[src/rtl/cdb_arbiter.sv]
`default_nettype none
// +----------------------------------------------------------------------------+
// | cdb_arbiter: round-robin single-port Common Data Bus arbiter.              |
// | Optional perf counters enabled by defining CDB_PERF_CNT_EN.                |
// | Revision: 1.0                                                              |
// +----------------------------------------------------------------------------+
module cdb_arbiter #(
  parameter int NUM_REQ = 7,
  parameter int TAG_W   = 5,
  parameter int DATA_W  = 32,
  localparam int SRC_W  = (NUM_REQ > 1) ? $clog2(NUM_REQ) : 1
) (
  input  logic                      clock,
  input  logic                      reset,
  input  logic [NUM_REQ-1:0]        req,
  input  logic [NUM_REQ*TAG_W-1:0]  req_tag,
  input  logic [NUM_REQ*DATA_W-1:0] req_value,
  input  logic                      stall,
  input  logic                      squash,
  output logic [NUM_REQ-1:0]        ack,
  output logic                      cdb_valid,
  output logic [TAG_W-1:0]          cdb_tag,
  output logic [DATA_W-1:0]         cdb_value,
  output logic [SRC_W-1:0]          cdb_src
`ifdef CDB_PERF_CNT_EN
  ,
  output logic [31:0]               perf_bcast_cnt,
  output logic [31:0]               perf_conflict_cnt
`endif
);

  logic [SRC_W-1:0] r_rr_ptr;
  logic             r_cdb_valid;
  logic             w_found;
  logic             w_grant_en;
  logic [SRC_W-1:0] w_gidx;
  logic [SRC_W:0]   w_sum;
  logic [SRC_W-1:0] w_ptr_next;

  // Rotating priority scan starting at r_rr_ptr; first set bit wins.
  always_comb begin
    w_found = 1'b0;
    w_gidx  = '0;
    w_sum   = '0;
    for (int j = 0; j < NUM_REQ; j++) begin
      w_sum = {1'b0, r_rr_ptr} + (SRC_W+1)'(j);
      if (w_sum >= (SRC_W+1)'(NUM_REQ)) begin
        w_sum = w_sum - (SRC_W+1)'(NUM_REQ);
      end
      if (!w_found && req[w_sum[SRC_W-1:0]]) begin
        w_found = 1'b1;
        w_gidx  = w_sum[SRC_W-1:0];
      end
    end
  end

  assign w_grant_en = w_found & ~stall & ~squash & ~reset;
  assign ack        = w_grant_en ? (NUM_REQ'(1) << w_gidx) : '0;
  assign w_ptr_next = (w_gidx == SRC_W'(NUM_REQ-1)) ? '0 : w_gidx + 1'b1;

  // A squash kills the broadcast already sitting on the bus this cycle.
  assign cdb_valid  = r_cdb_valid & ~squash;

  always_ff @(posedge clock) begin
    if (reset) begin
      r_rr_ptr    <= '0;
      r_cdb_valid <= 1'b0;
      cdb_tag     <= '0;
      cdb_value   <= '0;
      cdb_src     <= '0;
    end else begin
      r_cdb_valid <= w_grant_en;
      if (w_grant_en) begin
        r_rr_ptr  <= w_ptr_next;
        cdb_tag   <= req_tag[w_gidx*TAG_W +: TAG_W];
        cdb_value <= req_value[w_gidx*DATA_W +: DATA_W];
        cdb_src   <= w_gidx;
      end
    end
  end

`ifdef CDB_PERF_CNT_EN
  logic w_conflict;
  assign w_conflict = (req & (req - NUM_REQ'(1))) != '0;

  always_ff @(posedge clock) begin
    if (reset) begin
      perf_bcast_cnt    <= '0;
      perf_conflict_cnt <= '0;
    end else begin
      if (w_grant_en) perf_bcast_cnt <= perf_bcast_cnt + 32'd1;
      if (w_conflict) perf_conflict_cnt <= perf_conflict_cnt + 32'd1;
    end
  end
`else
  // Counters absent in this build.
`endif

endmodule
`default_nettype wire
[config.mk]
export PLATFORM = sky130hd
export DESIGN_NAME = cdb_arbiter
export DESIGN_NICKNAME = d
export VERILOG_FILES = /design/src/rtl/cdb_arbiter.sv
export SDC_FILE = /design/constraint.sdc
export NUM_CORES = 1
export LEC_CHECK = 0
export ABC_AREA = 0
export CORE_AREA = 2 2 125 127
export DETAILED_ROUTE_END_ITERATION = 10
export DIE_AREA = 0 0 127 129
export PLACE_DENSITY = 0.85
export RECOVER_POWER = 25
export SLEW_MARGIN = 20
export SYNTH_ARGS = -nofsm -noshare
export SYNTH_HDL_FRONTEND = slang
export SYNTH_SLANG_ARGS = --single-unit
[constraint.sdc]
create_clock -name clock -period 8.95 [get_ports clock]
set_input_delay 0.895 -clock clock [delete_from_list [all_inputs] [get_ports clock]]
set_output_delay 0.895 -clock clock [all_outputs]
set_load 0.005 [all_outputs]
* Yosys cells after proc, flatten, opt, wreduce, memory -nomap -nowiden
Index checks and enable logic that the tools add are counted.
Storage, ports and cells: bits in read-only memories 0, output and inout bits 48, memory bits (writable) 0, latch bits 0, memories 0, bits in registers 44
Operators by class: multiplexer cells 37, bitwise gates (word level) 7, eq/ne operators 1, multipliers 1, reduce and logical (&&, ||, !) cells 12, order comparisons 14, add/subtract/negate cells 14, divide/modulo/power cells 0, shifts and indexed selects 3
Operator list (number):
- $shiftx 224x9->32 | 1
- $mux 3 | 15
- $shiftx 35x7->5 | 1
- $lt 3x4->1 const B | 7
- $ge 4x3->1 const B | 6
- $bmux 1 s3 | 7
- $sub 3x3->3 const B | 7
- $mux 1 | 14
- $add 3x3->4 const B | 3
- $add 3x2->4 const B | 2
- $mux 7 | 1
- $shl 1x3->7 const A | 1
- $logic_and 1x1->1 | 6
- $logic_not 1->1 | 6
- $mul 3x3->6 const B | 1
- $add 3x1->4 const B | 1
- $and 1x1->1 | 4
- $add 3x1->3 const B | 1
- $eq 3x3->1 const B | 1
- $ge 3x3->1 const B | 1
- $not 1->1 | 3

* Logic depth before layout (Yosys ltp)
Gate-level depths: netlist (run 1).
word-level depth 27, mapped depth 19, mapped depth without buffers 15

* Least setup slack after synthesis (run 1)
No wires, ideal clock.
path kind register to output, start point register r_rr_ptr[1], end point output ack[2], stages on the path, launching flop included 19, setup slack 3.937 ns, arrival time 4.118 ns, path buffers 3, path through dfxtp_1 buf_2 inv_1 ha_1 inv_1 fa_1 mux2_2 or3_1 o211ai_1 and2_1 and3_1 nand4_1 a211o_1 o31ai_2 and2_1 buf_4 buf_2 inv_2 nor3_1
Between the ends: longest elaborated chain between the ends 27, elaborated cells between the ends (all ways) 72
Ends and longest elaborated chain:
- start, declared | line 32 | logic [SRC_W-1:0] r_rr_ptr;
- start signal, assigned | line 74 | r_rr_ptr <= w_ptr_next;
- branches (longest 26 deep; another with $add 3x1->4)
- $mux 7 * | line 58 | assign ack = w_grant_en ? (NUM_REQ'(1) << w_gidx) : '0;
- end, declared | line 20 | output logic [NUM_REQ-1:0] ack,
Every way passes the cells marked *. The select of a mux whose other input is x is not followed.

* Final worst setup path (run 1)
start point register r_rr_ptr[1], end point output ack[4]
The elaborated chain is that of the path after synthesis.

==> summary.md, run 1 <==
| Metric | Value |
|---|---|
| Status | `completed` |
| Max cap viols | `0` |
| Hold Buf Count CTS | `0` |
| Period minus WS final | `6430 ps` |
| Root buffer cell | `clkbuf_16` |
| Crit share post-route | `71.9%` |
| Overall Global Routing Usage | `31.1%` |
| Number of flops mapped to enable cells by yosys | `0` |
| Part of the power in combinational logic | `65.7%` |
| Post-CTS resize count | `0` |
| Core area | `15,000 sq um` |
| Yosys Warn Count | `0` |
| PD cells | `172 nW/um^2` |
| Area grow syn2layout | `67.9%` |
| Number of instances in the placed design | `975` |
| Standard-cell rows | `45` |
| Register-to-Register Path Depth | `14` |
| Clk slew on worst S/H paths | `60 ps` |
| Post-Syn Area | `5040 sq um` |
| Worst Tran Pin Value | `982 ps` |
| Ranking of synthesized cells by area | `dfxtp_1 17%, mux4_2 17%, mux2_2 8.3%` |
| Die Width | `127 um` |
| Mean Syn Cell Area | `9.82 sq um` |
| Final hold viol count | `0` |
| Detailed Place HPWL | `21,400 um` |
| TritonCTS clock tree | `yes` |
| Post-CTS setup buffer count | `0` |
| Sw Share | `37.4%` |
| Number of remaining DRC errors | `0` |
| Max-slew violation count | `0` |
| Critical Path AT | `5540 ps` |
| Fin nets | `1,077` |
| Area of the multi-input gates | `3860 sq um` |
| Largest net degree at the start of global routing | `73` |
| Sequential share of the synthesized area | `17.5%` |
| Max Freq | `156 MHz` |
| First-pass GRT wire length | `37,100 um` |
| Dominant cell type by area after synthesis | `dfxtp_1` |
| Required time of the critical path | `8060 ps` |
| Congestion Overflow GR | `0` |
| Sink Count | `44` |
| Clock buffer depth | `2` |
| CP Class | `flip-flop to output pin` |
| Initial antenna violation count | `12` |
| Share of cells above drive strength 1 | `14.7%` |
| Cell internal pwr | `910 uW` |
| Routed WL per cell | `27.0 um` |
| Mapped Cells | `513` |
| Fill cells | `1,313` |
| Clock latency on the worst-skew pair | `290 ps` |
| Pleak | `0.00315 uW` |
| Top FF cell, synth | `dfxtp_1` |
| RSZ-0062 raised after global routing | `false` |
| Placer congestion estimate | `0.956` |
| Hold slack | `473 ps` |
| Vias | `5,953` |
| Crit Path Max Fanout | `22` |
| Sw Pwr | `543 uW` |
| Netlist cell types | `80` |
| Max_slew headroom | `34.5%` |
| DR pass1 iterations | `5` |
| TritonCTS buffer count | `5` |
| Die Area | `16,400 sq um` |
| Final WL | `26,800 um` |
| Finished layout cell area | `8460 sq um` |
| Top-area cell type share of the netlist area | `17.5%` |
| Clock power share | `15.7%` |
| Post-DR vias/cell | `5.99` |
| Setup-failing EPs final | `0` |
| 1st-iter DRT viols | `490` |
| Seq pwr share | `18.6%` |
| # H-tree levels | `2` |
| Starting Density | `33.7%` |
| CP endpoint kind | `output pin` |
| Crit start category | `flip-flop` |
| Asr flop ratio synth | `0%` |
| Post-Layout Cell Count | `993` |
| Die Ht | `129 um` |
| Register Area | `881 sq um` |
| HP Class | `flip-flop to flip-flop` |
| Worst hold path cell count | `2` |
| Post-DRT Antenna Nets | `0` |
| Setup_tns | `0 ps` |
| Mapped Nets | `796` |
| Pwr Total | `1450 uW` |
| Post-synthesis register bit count | `44` |
| # IOs | `318` |
| Vias in the first global route | `5,599` |
| Skew final | `6.91 ps` |
| Placed inst area | `8260 sq um` |
| IO buf count | `317` |
| Worst VDD drop | `0.129 mV` |
per-layer routing:
metal / track usage (%) / share of wire (%)
met2: 44.9 / 43
met5: 0 / 0.19
met1: 42.9 / 42
met3: 14.6 / 14
met4: 5.37 / 1.3
final cells by class:
class,instances,share of cell area (%)
diodes,10,0.296
clock buffers,6,1.64
clock inverters,2,0.458
inverters,15,0.665
multi-input cells,404,45.6
flip-flops and latches,44,10.4
well taps,188,2.78
repair buffers,324,38.1
registers in the layout, summed over array words and instances, names as in the netlist:
signal and count:
cdb_src 3, cdb_tag 5, cdb_value 32, r_cdb_valid 1, r_rr_ptr 3
placed cells by master (no fill, tap or decap), types with 9 or more instances in the layout:
cell             netlist  layout
a21oi_1               13      13
a221o_1               32      32
a22o_1                31      31
clkdlybuf4s50_1        0     294
dfxtp_1               44      44
diode_2                0      10
dlygate4sd3_1          0      23
ha_1                  12      12
inv_1                 11      11
mux2_2                37      37
mux2i_1               26      26
mux4_2                39      39
nand2_1               29      28
nor2_1                18      17
nor2b_1               10      10
nor3_1                10      10
o21ai_0                9       9
synthesized netlist by cell type (6+ instances only):
cell type,n
clkbuf_1,22
nor3_1,10
mux2_2,37
nand2_1,29
ha_1,12
a221o_1,32
nor2b_1,10
a21oi_1,13
mux2i_1,26
a32o_1,7
inv_1,11
dfxtp_1,44
nor2_1,18
a31oi_1,8
and3_1,6
mux4_2,39
a22o_1,31
o211ai_1,8
buf_2,19
o21ai_0,9
power by group through the flow:
stage,registers (uW),logic (uW),clock network [uW]
6_report,271,954,228
5_1_grt,274,1010,238
4_1_cts,271,962,233
3_5_place_dp,272,958,0
3_3_place_gp,274,947,0
2_1_floorplan,269,635,0
critical path, cell delays in order (launching register included):
cell and delay, ps:
dfxtp_1 660, inv_1 320, ha_1 850, inv_1 320, o311ai_0 380, a21oi_1 150
a211oi_2 460, nand2_1 140, o311a_1 370, o32a_1 220, or3_4 440, a21o_1 240
nor2_1 160, clkdlybuf4s50_1 530
logic make-up after synthesis:
family	count (synthesis)	share of synthesized area [%]
buffers and inverters	65	6.21
adders and majority gates	13	3.38
muxes	103	31.1
xor gates and xnor gates	7	1.37
and+or+nand+nor	123	14.2
DFF	44	17.5
AOI/OAI and AO/OA	158	26.3
metrics by stage:
stage | setup slack [ps] | utilization (%)
2_1_floorplan | 3940 | -
3_3_place_gp | 2970 | 55.2
3_5_place_dp | 2890 | 55.2
4_1_cts | 2580 | 56.3
5_1_grt | 2060 | 56.4
6_report | 2520 | 56.5
final timing paths:
check | start | to | slack (ps)
max reg2reg | r_rr_ptr[1] | cdb_value[9] | 2780
min reg2reg | cdb_src[1] | cdb_src[1] | 470
min | cdb_src[1] | cdb_src[1] | 470
max | r_rr_ptr[1] | ack[4] | 2520
Power figures use the tool's default switching activity.
==> run 2, diff against run 1 <==
CORE_AREA = 2 2 122 124   (was 2 2 125 127)
DIE_AREA = 0 0 124 126   (was 0 0 127 129)
PLACE_DENSITY = 0.88   (was 0.85)
clock period = 6.5 ns   (was 8.95 ns; I/O delays follow)
==> run 2 against run 1 <==
  * Critical path depth increased by 2
  * Power rose by 36%
  * Critical path type unchanged
  * Final area about the same
  * Sequential share of layout area about the same
  * Clock skew increased by 4.8 ps
  * Highest routed layer unchanged
  * Register-to-register slack lost 1900 ps
  * Worst setup slack got worse by 1900 ps
  * Largest power group unchanged
==> summary.md, run 2 (synthesized netlist as in run 1, its figures left out) <==
| Metric | Value |
|---|---|
| Final WL | `27,300 um (+2.0%)` |
| Max-slew violation count | `0 (unchanged)` |
| Clock buffer depth | `2 (unchanged)` |
| Worst hold path cell count | `2 (unchanged)` |
| Required time of the critical path | `5850 ps (-2210 ps)` |
| Die Ht | `126 um (-2.3%)` |
| # H-tree levels | `2 (unchanged)` |
| Number of remaining DRC errors | `0 (unchanged)` |
| Post-CTS resize count | `0 (unchanged)` |
| Initial antenna violation count | `23 (+11)` |
| CP endpoint kind | `output pin` |
| Detailed Place HPWL | `22,100 um (+2.9%)` |
| Standard-cell rows | `44 (-2.2%)` |
| Worst hold start | `cdb_src[1]` |
| Placer congestion estimate | `0.957 (about the same)` |
| Crit start category | `flip-flop` |
| Cell internal pwr | `1210 uW (+33%)` |
| Reg2Reg Setup Slack | `840 ps (-1940 ps)` |
| Crit share post-route | `91.1%` |
| TritonCTS buffer count | `5 (unchanged)` |
| First-pass GRT wire length | `38,000 um (+2.3%)` |
| Core area | `14,300 sq um (-4.4%)` |
| Setup_tns | `0 ps (unchanged)` |
| Pleak | `0.00315 uW (about the same)` |
| Vias in the first global route | `5,865 (+4.8%)` |
| Largest registers | `cdb_value: 32 flops, cdb_tag: 5 flops` |
| Starting Density | `35.2% (+1.6 points)` |
| Final hold viol count | `0 (unchanged)` |
| Largest net degree at the start of global routing | `42 (-42%)` |
| Worst R2R End | `cdb_tag[0]` |
| Sw Share | `38.7% (+1.3 points)` |
| Setup-failing EPs final | `0 (unchanged)` |
| TritonCTS clock tree | `yes` |
| Overall Global Routing Usage | `33.7% (+2.6 points)` |
| Clk slew on worst S/H paths | `60 ps (about the same)` |
| Routed WL per cell | `27.4 um (+1.8%)` |
| Area of the multi-input gates | `3870 sq um (+0.26%)` |
| Final Util | `59.1% (+2.6 points)` |
| Finished layout cell area | `8460 sq um (about the same)` |
| Sw Pwr | `762 uW (+40%)` |
| Placed inst area | `8300 sq um (+0.42%)` |
| Max Freq | `169 MHz` |
| HP Class | `flip-flop to flip-flop` |
| Crit Path Max Fanout | `19 (-14%)` |
| DR pass1 iterations | `5 (unchanged)` |
| Register-to-Register Path Depth | `15 (+1)` |
| Fill cells | `1,249 (-4.9%)` |
| Sink Count | `44 (unchanged)` |
| Reg with most FFs | `cdb_value` |
| Most frequent cells in the layout | `294 x clkdlybuf4s50_1, 44 x dfxtp_1, 39 x mux4_2` |
| Worst Tran Pin Value | `893 ps (-89.4 ps)` |
| Seq pwr share | `19.0% (+0.4 points)` |
| Period minus WS final | `5920 ps` |
| Hold Buf Count CTS | `0 (unchanged)` |
| Max_slew headroom | `40.3% (+5.8 points)` |
| Congestion Overflow GR | `0 (unchanged)` |
| Root buffer cell | `clkbuf_16` |
| Post-DRT Antenna Nets | `0 (unchanged)` |
| Fin nets | `1,081 (+0.37%)` |
| CP Class | `flip-flop to output pin` |
| Number of flip-flops in the largest register | `32 (unchanged)` |
| Critical Path AT | `5270 ps (-270 ps)` |
| # IOs | `318 (unchanged)` |
| 1st-iter DRT viols | `567 (+16%)` |
| Clock power share | `13.1% (-2.6 points)` |
| Status | `completed` |
| Die Area | `15,600 sq um (-4.6%)` |
| Clock latency on the worst-skew pair | `290 ps (about the same)` |
| RSZ-0062 raised after global routing | `false` |
| Area grow syn2layout | `67.9% (about the same)` |
| Skew final | `11.7 ps (+4.77 ps)` |
| WHS Endpoint | `cdb_src[1]` |
| Most common cell after layout, fill and taps aside | `clkdlybuf4s50_1` |
| Part of the power in combinational logic | `67.9% (+2.2 points)` |
| PD cells | `233 nW/um^2 (+36%)` |
| IO buf count | `317 (unchanged)` |
| Post-DR vias/cell | `6.10 (+1.8%)` |
| Worst VDD drop | `0.162 mV (+26%)` |
| Post-CTS setup buffer count | `0 (unchanged)` |
| Die Width | `124 um (-2.4%)` |
| Hold slack | `455 ps (-18.3 ps)` |
| Register Area | `881 sq um (unchanged)` |
| Vias | `6,072 (+2.0%)` |
| RR Startpoint | `r_rr_ptr[1]` |
| Max cap viols | `0 (unchanged)` |
| Share of cells above drive strength 1 | `14.9% (+0.20 points)` |
[run 2: changes by cell type in the layout (fill, tap and decap cells not counted), sizes merged]
cell / delta
diode: +3
bufinv: -1
buf: +4
[run 2: layer usage]
metal,vias to the layer above,GRT usage (%),wire (um)
li1,2685,-,-
met1,2889,43.0,10300
met2,414,49.8,11700
met3,62,17.8,4490
met4,22,8.46,716
met5,-,0,137
[run 2: critical path, cell delays in order (launching register included)]
cell and delay, ps:
dfxtp_1 640, inv_1 310, ha_1 530, inv_1 240
o311ai_0 400, a21oi_1 150, a211oi_2 500, and3_1 250
nand4_1 230, a211o_1 350, o31ai_2 60, buf_4 190
and2_4 340, inv_2 80, nor3_1 180, clkdlybuf4s50_1 530
[run 2: how the worst max path moves through the flow]
stage                startpoint    endpoint  slack [ps]  depth (start not counted)
detailed placement  r_rr_ptr[1]  cdb_tag[0]         930                         15
CTS                 r_rr_ptr[1]      ack[2]         660                         15
floorplan           r_rr_ptr[1]      ack[2]        1730                         18
global route        r_rr_ptr[1]      ack[2]         200                         15
global placement    r_rr_ptr[1]      ack[1]        1040                         12
finish              r_rr_ptr[1]      ack[2]         580                         15
[run 2: layout make-up]
class,count,share of cell area (%)
Sequential cell,44,10.4
Tap cell,184,2.72
Antenna cell,13,0.384
Inverter,15,0.665
Timing Repair Buffer,328,38.5
Clock buffer,6,1.52
Clock inverter,1,0.0591
Multi-Input combinational cell,404,45.8
[run 2: through the flow]
step	power (uW)	setup slack, ps	std cells
floorplan	1240	1730	513
global placement	1690	1040	975
CTS	1980	660	982
global route	2070	204	983
detailed placement	1710	928	975
finish	1970	579	995
[run 2: power groups by stage]
| stage | Sequential (uW) | Combinational (uW) | Clock, uW |
|---|---|---|---|
| 3_3_place_gp | 377 | 1320 | 0 |
| 6_report | 375 | 1340 | 258 |
| 3_5_place_dp | 376 | 1340 | 0 |
| 4_1_cts | 373 | 1340 | 260 |
| 5_1_grt | 379 | 1420 | 269 |
| 2_1_floorplan | 371 | 874 | 0 |
==> run 3, diff against run 2 <==
RECOVER_POWER = default   (was 25)
==> run 3 against run 2 <==
  * Final cell count unchanged
  * Register-to-register slack about the same
  * Sequential share of layout area unchanged
  * Worst hold slack better by 3.6 ps
  * Routed wire length up 0.12%
  * Global-route usage unchanged
  * Maximum frequency up 0.18%
  * Non-clock buffer count unchanged
  * Final area unchanged
  * Clock-buffer cell count unchanged
  * Critical path depth unchanged
  * Sequential cell count unchanged
  * Highest routed layer unchanged
==> summary.md, run 3 (synthesized netlist as in run 1, its figures left out) <==
| Metric | Value |
|---|---|
| Worst hold start | `cdb_src[1]` |
| Status | `completed` |
| Largest delay contributor family on the critical path | `compound AO/OA/AOI/OAI gates` |
| Buf/Inv on CP | `5 (unchanged)` |
| Met1 usage | `43.0% (unchanged)` |
| Worst R2R End | `cdb_tag[0]` |
| Clock buffer depth | `2 (unchanged)` |
| DR pass1 iterations | `5 (unchanged)` |
| HP Class | `flip-flop to flip-flop` |
| Skew final | `8.84 ps (-2.85 ps)` |
| Share of cells above drive strength 1 | `14.9% (unchanged)` |
| Vias | `6,097 (+0.41%)` |
| PD cells | `234 nW/um^2 (+0.63%)` |
| Standard-cell rows | `44 (unchanged)` |
| Worst Tran Pin Value | `908 ps (+15.6 ps)` |
| Crit Path Max Fanout | `19 (unchanged)` |
| Reg with most FFs | `cdb_value` |
| Overall Global Routing Usage | `33.7% (unchanged)` |
| Final WL | `27,300 um (+0.12%)` |
| Max-slew violation count | `0 (unchanged)` |
| Largest registers | `cdb_value: 32 flops, cdb_tag: 5 flops` |
| Max_slew headroom | `39.3% (-1.0 points)` |
| Crit start category | `flip-flop` |
| Slowest-stage cell, CP | `dfxtp_1` |
| RSZ-0062 raised after global routing | `false` |
| TritonCTS clock tree | `yes` |
| Reg2Reg Setup Slack | `840 ps (about the same)` |
| Core area | `14,300 sq um (unchanged)` |
| Congestion Overflow GR | `0 (unchanged)` |
| Setup-failing EPs final | `0 (unchanged)` |
| Area grow syn2layout | `67.9% (unchanged)` |
| RR Startpoint | `r_rr_ptr[1]` |
| Final hold viol count | `0 (unchanged)` |
| WHS Endpoint | `cdb_src[1]` |
| Root buffer cell | `clkbuf_16` |
| Hold Buf Count CTS | `0 (unchanged)` |
| Required time of the critical path | `5850 ps (about the same)` |
| Setup_tns | `0 ps (unchanged)` |
| Starting Density | `35.2% (unchanged)` |
| Crit-path most repeated cell | `inv_1` |
| CP Class | `flip-flop to output pin` |
| Crit share post-route | `90.9% (-0.16 points)` |
| Pwr Total | `1980 uW (+0.63%)` |
| Number of remaining DRC errors | `0 (unchanged)` |
| TritonCTS buffer count | `5 (unchanged)` |
| Initial antenna violation count | `23 (unchanged)` |
| Critical Path AT | `5260 ps (about the same)` |
| Clk slew on worst S/H paths | `60 ps (about the same)` |
| Met2 GRT Util | `49.8% (unchanged)` |
| Most common cell after layout, fill and taps aside | `clkdlybuf4s50_1` |
| Critical path, cell by cell | `inv_1 > ha_1 > inv_1 > o311ai_0 > a21oi_1 > a211oi_2 > and3_1 > nand4_1 > a211o_1 > o31ai_2 > buf_4 > and2_4 > inv_2 > nor3_1 > clkdlybuf4s50_1` |
| GRT busiest layer | `met2` |
| Period minus WS final | `5910 ps (-10.5 ps)` |
| Clock latency on the worst-skew pair | `290 ps (about the same)` |
| Die Area | `15,600 sq um (unchanged)` |
| Met3 GRT Util | `17.8% (unchanged)` |
| Number of flip-flops in the largest register | `32 (unchanged)` |
| Most frequent cells in the layout | `317 x clkdlybuf4s50_1, 44 x dfxtp_1, 39 x mux4_2` |
| # IOs | `318 (unchanged)` |
| Register-to-Register Path Depth | `15 (unchanged)` |
| Max cap viols | `0 (unchanged)` |
| IO buf count | `317 (unchanged)` |
| Placer congestion estimate | `0.957 (unchanged)` |
| Post-DRT Antenna Nets | `0 (unchanged)` |
| Worst hold path cell count | `2 (unchanged)` |
| Largest net degree at the start of global routing | `42 (unchanged)` |
| Detailed Place HPWL | `22,100 um (unchanged)` |
| Sink Count | `44 (unchanged)` |
| Max Freq | `169 MHz (+0.18%)` |
| Vias in the first global route | `5,865 (unchanged)` |
| Post-CTS resize count | `0 (unchanged)` |
| CP peak stage delay | `640 ps (about the same)` |
| Worst VDD drop | `0.163 mV (+0.50%)` |
| # H-tree levels | `2 (unchanged)` |
| CP endpoint kind | `output pin` |
| Post-DR vias/cell | `6.13 (+0.41%)` |
| First-pass GRT wire length | `38,000 um (unchanged)` |
| Die Width | `124 um (unchanged)` |
| Die Ht | `126 um (unchanged)` |
| Routed WL per cell | `27.5 um (+0.12%)` |
| Pleak | `0.00308 uW (-2.1%)` |
| Post-CTS setup buffer count | `0 (unchanged)` |
| Fin nets | `1,081 (unchanged)` |
| 1st-iter DRT viols | `551 (-2.8%)` |
## run 3: layout make-up
type / instances / area, sq um
Antenna cell: 13 / 32.5
Clock buffer: 6 / 129
Clock inverter: 1 / 5.00
Fill cell: 1248 / 5850
Inverter: 15 / 56.3
Multi-Input combinational cell: 404 / 3870
Sequential cell: 44 / 881
Tap cell: 184 / 230
Timing Repair Buffer: 328 / 3260
## run 3: report_power, final
part | switching, uW | internal [uW]
Clock | 116 | 140
Sequential | 46.4 | 330
Combinational | 600 | 751
Total | 762 | 1220
## run 3: worst max path at each step
stage                      startpoint    endpoint  slack [ps]  cells after the start
after floorplan           r_rr_ptr[1]      ack[2]        1730                     18
after detailed placement  r_rr_ptr[1]  cdb_tag[0]         930                     15
after CTS                 r_rr_ptr[1]      ack[2]         660                     15
final                     r_rr_ptr[1]      ack[2]         590                     15
after global routing      r_rr_ptr[1]      ack[2]         200                     15
after global placement    r_rr_ptr[1]      ack[1]        1040                     12
## run 3: through the flow
stage | setup slack [ps] | hold slack, ps | util, % | area (sq um) | cells
2_1_floorplan | 1730 | 453 | - | 5040 | 513
3_3_place_gp | 1040 | 444 | 58.0 | 8300 | 975
3_5_place_dp | 928 | 449 | 58.0 | 8300 | 975
4_1_cts | 660 | 458 | 58.9 | 8430 | 982
5_1_grt | 204 | 474 | 58.9 | 8430 | 983
6_report | 590 | 458 | 59.1 | 8460 | 995
## run 3: metal layers
layer  part of all wire, %  up-vias  wire length [um]
li1                      -     2681                 -
met1                    38     2902             10500
met2                    43      432             11700
met3                    16       62              4300
met4                   2.6       20               713
met5                  0.51        -               140
## run 3: worst min-delay path: stages (launching register included)
cell and delay [ps]:
dfxtp_1 310, nand2_1 50, a21oi_1 50
